===== src/rtl/rf_pkg.sv =====
// Shared definitions for the multi-port register file.
// Default sizes, the hardwired zero register and the pend_cnt width.
package rf_pkg;

  localparam int XLEN_DEF = 32;
  localparam int NREG_DEF = 32;
  localparam int ZERO_REG = 0;

  function automatic int cnt_w(input int n);
    return $clog2(n + 1);
  endfunction

endpackage


===== src/rtl/rf_wr_arbiter.sv =====
// Resolves which write port, if any, targets one register address.
// The highest-index enabled port wins when several collide.
module rf_wr_arbiter
  import rf_pkg::*;
#(
  parameter int AW  = 5,
  parameter int NWR = 2,
  parameter int PW  = 1
) (
  input  logic [AW-1:0]     i_addr,
  input  logic [NWR-1:0]    i_wr_en,
  input  logic [NWR*AW-1:0] i_wr_addr,
  output logic              o_hit,
  output logic [PW-1:0]     o_port
);

  // Later ports overwrite earlier matches, giving high-index priority
  always_comb begin
    o_hit  = 1'b0;
    o_port = '0;
    for (int j = 0; j < NWR; j++) begin
      if (i_wr_en[j] && (i_wr_addr[j*AW +: AW] == i_addr)) begin
        o_hit  = 1'b1;
        o_port = PW'(j);
      end
    end
  end

endmodule


===== src/rtl/reg_file_mp.sv =====
// Multi-port integer register file with optional write bypass
// and per-register pending bits used for decode hazard stalls.
module reg_file_mp
  import rf_pkg::*;
#(
  parameter int XLEN   = XLEN_DEF,
  parameter int NREG   = NREG_DEF,
  parameter int AW     = $clog2(NREG),
  parameter int NRD    = 2,
  parameter int NWR    = 2,
  parameter int BYPASS = 1
) (
  input  logic                    clk,
  input  logic                    reset,
  input  logic [NRD*AW-1:0]       rd_addr,
  output logic [NRD*XLEN-1:0]     rd_data,
  output logic [NRD-1:0]          rd_busy,
  input  logic [NWR-1:0]          wr_en,
  input  logic [NWR*AW-1:0]       wr_addr,
  input  logic [NWR*XLEN-1:0]     wr_data,
  input  logic                    iss_en,
  input  logic [AW-1:0]           iss_addr,
  output logic [cnt_w(NREG)-1:0]  pend_cnt
);

  localparam int PW = (NWR > 1) ? $clog2(NWR) : 1;
  localparam int CW = cnt_w(NREG);

  logic [XLEN-1:0] r_mem [NREG];
  logic [NREG-1:0] r_pend;
  logic [CW-1:0]   r_pend_cnt;

  logic            w_hit  [NREG];
  logic [PW-1:0]   w_port [NREG];
  logic [NREG-1:0] w_pend_nxt;
  logic [CW-1:0]   w_cnt_nxt;

  logic [AW-1:0]   w_ra      [NRD];
  logic            w_rd_hit  [NRD];
  logic [PW-1:0]   w_rd_port [NRD];
  logic            w_byp     [NRD];

  for (genvar r = 0; r < NREG; r++) begin : g_reg
    if (r == ZERO_REG) begin : g_zero
      assign w_hit[r]  = 1'b0;
      assign w_port[r] = '0;
    end else begin : g_arb
      rf_wr_arbiter #(
        .AW (AW),
        .NWR(NWR),
        .PW (PW)
      ) u_arb (
        .i_addr   (AW'(r)),
        .i_wr_en  (wr_en),
        .i_wr_addr(wr_addr),
        .o_hit    (w_hit[r]),
        .o_port   (w_port[r])
      );
    end
  end

  for (genvar i = 0; i < NRD; i++) begin : g_rd
    assign w_ra[i] = rd_addr[i*AW +: AW];

    rf_wr_arbiter #(
      .AW (AW),
      .NWR(NWR),
      .PW (PW)
    ) u_arb (
      .i_addr   (w_ra[i]),
      .i_wr_en  (wr_en),
      .i_wr_addr(wr_addr),
      .o_hit    (w_rd_hit[i]),
      .o_port   (w_rd_port[i])
    );

    assign w_byp[i] = (BYPASS != 0) && w_rd_hit[i];

    assign rd_data[i*XLEN +: XLEN] =
      (reset || (w_ra[i] == AW'(ZERO_REG))) ? '0 :
      w_byp[i] ? wr_data[w_rd_port[i]*XLEN +: XLEN] :
      r_mem[w_ra[i]];

    assign rd_busy[i] = !reset
                      && (w_ra[i] != AW'(ZERO_REG))
                      && r_pend[w_ra[i]]
                      && !w_byp[i];
  end

  // Next pending bits (a new issue beats a retiring write) and their popcount
  always_comb begin
    w_pend_nxt = r_pend;
    w_cnt_nxt  = '0;
    for (int r = 0; r < NREG; r++) begin
      if (r == ZERO_REG) begin
        w_pend_nxt[r] = 1'b0;
      end else if (iss_en && (iss_addr == AW'(r))) begin
        w_pend_nxt[r] = 1'b1;
      end else if (w_hit[r]) begin
        w_pend_nxt[r] = 1'b0;
      end
      w_cnt_nxt = w_cnt_nxt + CW'(w_pend_nxt[r]);
    end
  end

  // Array, pending bits and count update; reset discards writes and issues
  always_ff @(posedge clk) begin
    if (reset) begin
      for (int r = 0; r < NREG; r++) r_mem[r] <= '0;
      r_pend     <= '0;
      r_pend_cnt <= '0;
    end else begin
      for (int r = 0; r < NREG; r++) begin
        if (w_hit[r]) r_mem[r] <= wr_data[w_port[r]*XLEN +: XLEN];
      end
      r_pend     <= w_pend_nxt;
      r_pend_cnt <= w_cnt_nxt;
    end
  end

  assign pend_cnt = r_pend_cnt;

endmodule

===== config.mk =====
export PLATFORM = sky130hd
export DESIGN_NAME = reg_file_mp
export DESIGN_NICKNAME = d
export VERILOG_FILES = /design/src/rtl/rf_pkg.sv /design/src/rtl/rf_wr_arbiter.sv /design/src/rtl/reg_file_mp.sv
export SDC_FILE = /design/constraint.sdc
export NUM_CORES = 2
export LEC_CHECK = 0
export CAP_MARGIN = 20
export CORE_UTILIZATION = 35
export CTS_CLUSTER_SIZE = 10
export DETAILED_ROUTE_END_ITERATION = 8
export PLACE_DENSITY = 0.5
export SYNTH_ARGS = -nofsm -noshare
export SYNTH_HDL_FRONTEND = slang
export SYNTH_SLANG_ARGS = --single-unit

===== constraint.sdc =====
create_clock -name clk -period 10.5 [get_ports clk]
set_input_delay 2.625 -clock clk [delete_from_list [all_inputs] [get_ports clk]]
set_output_delay 2.625 -clock clk [all_outputs]
set_load 0.05 [all_outputs]

==> impl_metrics.csv <==
group,metric,value,unit
placement,dp_slack,842,ps
final_layout,layout.nets,6553,
global_routing,antenna_found_initial,33,
synth,syn_area,65600,sq um
routing,viasPerCell,6.78,
setup_path,cp_top_family,"buffers and inverters",
power,power_density,152,nW/um^2
final_layout,fillers,17900,
setup_path,cp-startpoint,"wr_addr[5]",
global_routing,grtUsageTotal,0.362,
sta,max_freq,99.7,MHz
routing,drc,0,
run_status,violations,"max-slew violations",
die,die_h,435,um
placement,io_buffers,165,
synth,synth_fp_nets,6807,
setup_path,crit-reg2reg-launch,"r_pend[6]",
sta,fin_crit,10030,ps
setup_path,path_max_fanout,43,
global_routing,grt_pass1_vias,57500,
power,swShare,0.312,
clock_tree,clock_latency,750,ps
sta,max_slew.worst_pin.slew,1670,ps
clock_tree,clock-sinks,1029,
hold_path,hold_path_class,"reg2reg",
final_layout,drive_above_1_share,0.165,
setup_path,arrival,7410,ps
power,p_leak,25.8,nW
die,dieArea,189000,sq um
sta,setup_viol,0,
synth,synthFlopType,"edfxtp_1",
clock_tree,cts_tree,"built",
synth,ys_top_cells_by_area,"edfxtp_1, mux4_2, nand2_1",
synth,async_reset_ff_frac,0,
clock_tree,cts_setup_buffers,0,
synth,synth_top_area_frac,0.454,
synth,synthCells,6683,
synth,seq_area_frac_synth,0.466,
setup_path,startpoint_type,"input pin",
setup_path,r2r_slack,5260,ps
setup_path,cp.required,7880,ps
final_layout,mostFrequentLayoutCell,"nand2_1",
setup_path,endpoint_kind,"output pin",
routing,wl,353000,um
die,core_area,186000,sq um
final_layout,final_cell_mix,"nand2_1, a21oi_1, edfxtp_1",
power,switching_power,3.48,mW
setup_path,cp_cell_sequence,"clkdlybuf4s50_1 > buf_4 > xnor2_1 > nand4_1 > nor2_4 > buf_12 > a2111oi_0 > nor4_1 > buf_4 > clkdlybuf4s50_1",
placement,detailed_place_hpwl,198000,um
power,p_int,7.67,mW
global_routing,grt_pass1_wl,479000,um
job,cap_violations,0,
synth,synth_edf_count,992,
power,power,11.2,mW
routing,vias,60900,
sta,setup_tns,0,ps
setup_path,crit_buf_inv,5,
clock_tree,cts_hold_buf,0,
sta,finalHoldViolCount,0,
sta,grt_setup_unrepaired,"false",
sta,slew_headroom,-0.116,
routing,drt_iter0_drc,11100,
synth,ys_warn_count,0,
run_status,status,"complete, but fails checks",
routing,ant_nets,0,
global_routing,grt_max_degree,163,
global_routing,grt_remaining_overflow,0,
sta,fin_crit_sh,0.955,
clock_tree,cts.path.max_buffers,3,
synth,synthDistinctLibCells,68,
sta,slew_viol_final,2,
setup_path,path_class,"in2out",
die,io_pins,166,
setup_path,r2r_end,"pend_cnt[4]",
routing,first_pass_iters,9,
clock_tree,root_buffer,"clkbuf_16",
clock_tree,clk_pin_slew,50,ps
setup_path,rr_worst_depth,17,
clock_tree,h-tree-depth,3,
power,clkPwrFrac,0.357,
power,seq_power_share,0.448,
setup_path,endpoint,"rd_data[54]",
sta,setup_ws,469,ps
sta,fin_skew,12.7,ps
die,die_x,435,um
clock_tree,cts_resized,0,
final_layout,utilization,0.394,
die,start_util,0.353,
die,placementRows,158,
setup_path,critPathMaxStageDelay,1070,ps
synth,yosys.area.top_type,"edfxtp_1",
final_layout,area_growth,11.7,%
placement,gp_congestion,0.965,
synth,avgSynthCellArea,9.81,sq um
clock_tree,cts_buffers,121,
setup_path,worst_path_max_delay_cell,"nor4_1",
synth,yosys_register_bits,1029,
routing,wl_per_cell,39.3,um
power,vdd_drop_max,0.144,mV
power,p_comb_frac,0.196,
setup_path,path_depth,10,
## layer usage
layer  part of all wire  GRT usage  vias to the layer above  wire length (um)
li1                   -          -                    23700                 -
met1               0.33      0.430                    30000            118000
met2               0.43      0.533                     5643            152000
met3               0.14      0.122                     1581             50400
met4              0.093      0.290                       28             32700
met5             0.0014    0.00680                        -               480
## worst reg2reg max path, delay by kind of cell (launching register included)
family	cells	cell delay, ps
flip-flops	1	340
buffers and inverters	4	250
XOR/XNOR	1	140
AO/OA/AOI/OAI	3	410
AND/OR/NAND/NOR	1	50
adder cells (fa/ha/maj)	8	3900
## stage by stage
| step | hold WS, ps | instance area [sq um] | instances |
|---|---|---|---|
| finish | 607 | 73300 | 8988 |
| global route | 644 | 73200 | 8977 |
| CTS | 600 | 73100 | 8966 |
| detailed placement | 585 | 69700 | 8782 |
| global placement | 586 | 69700 | 8780 |
| floorplan | 514 | 65600 | 6683 |
## cells by family after synthesis
logic type               synth area share
multiplexers                        0.169
buffers and inverters              0.0548
XOR/XNOR                          0.00307
flip-flops                          0.466
AO/OA/AOI/OAI                       0.142
AND/OR/NAND/NOR                     0.157
adder cells (fa/ha/maj)           0.00836
## state kept, by name, indices dropped and copies added (netlist names)
register  count
pend_cnt      6
r_pend       31
r_mem       992
## worst min path at each step
stage / from / end / cells past startpoint
6_report: r_pend[28] / r_pend[28] / 2
3_5_place_dp: r_pend[29] / r_pend[29] / 2
5_1_grt: r_pend[25] / r_pend[25] / 2
3_3_place_gp: r_pend[28] / r_pend[28] / 2
4_1_cts: r_pend[28] / r_pend[28] / 2
2_1_floorplan: r_pend[23] / r_pend[23] / 2
## synthesized netlist by cell type, types with 17 or more instances
cell          n
nand2_1    2069
a21oi_1    1067
edfxtp_1    992
clkbuf_1    543
mux4_2      379
mux2i_1     157
buf_2       124
nor2_1      122
buf_1       115
a22oi_1      85
mux2_2       85
o22ai_1      64
o21ai_0      60
nor3_1       58
a221oi_1     55
nand3_1      50
nand2b_1     49
nor2b_1      45
buf_4        41
a22o_1       37
dfxtp_1      37
o221ai_1     37
nor4_1       35
a31oi_1      29
inv_1        28
o2bb2ai_1    28
a211oi_1     25
fa_1         23
o31ai_1      17
## area by class of cell
type,instances,area (sq um),share of cell area
multi-input combinational,4792,32000,0.437
sequential,1029,30500,0.417
timing repair buffer,456,4010,0.0547
clock buffer,155,3200,0.0437
tap,2480,3100,0.0424
clock inverter,29,229,0.00313
inverter,29,109,0.00149
antenna,18,45.0,0.000615
## power groups by stage
stage,sequential [mW],combinational [mW],clock (mW)
2_1_floorplan,5.01,1.20,0
3_3_place_gp,5.05,2.05,0
3_5_place_dp,5.06,2.06,0
4_1_cts,4.98,2.07,3.95
5_1_grt,5.02,2.20,4.09
6_report,4.99,2.18,3.98
Note: power is estimated with default switching activity, not from simulation.
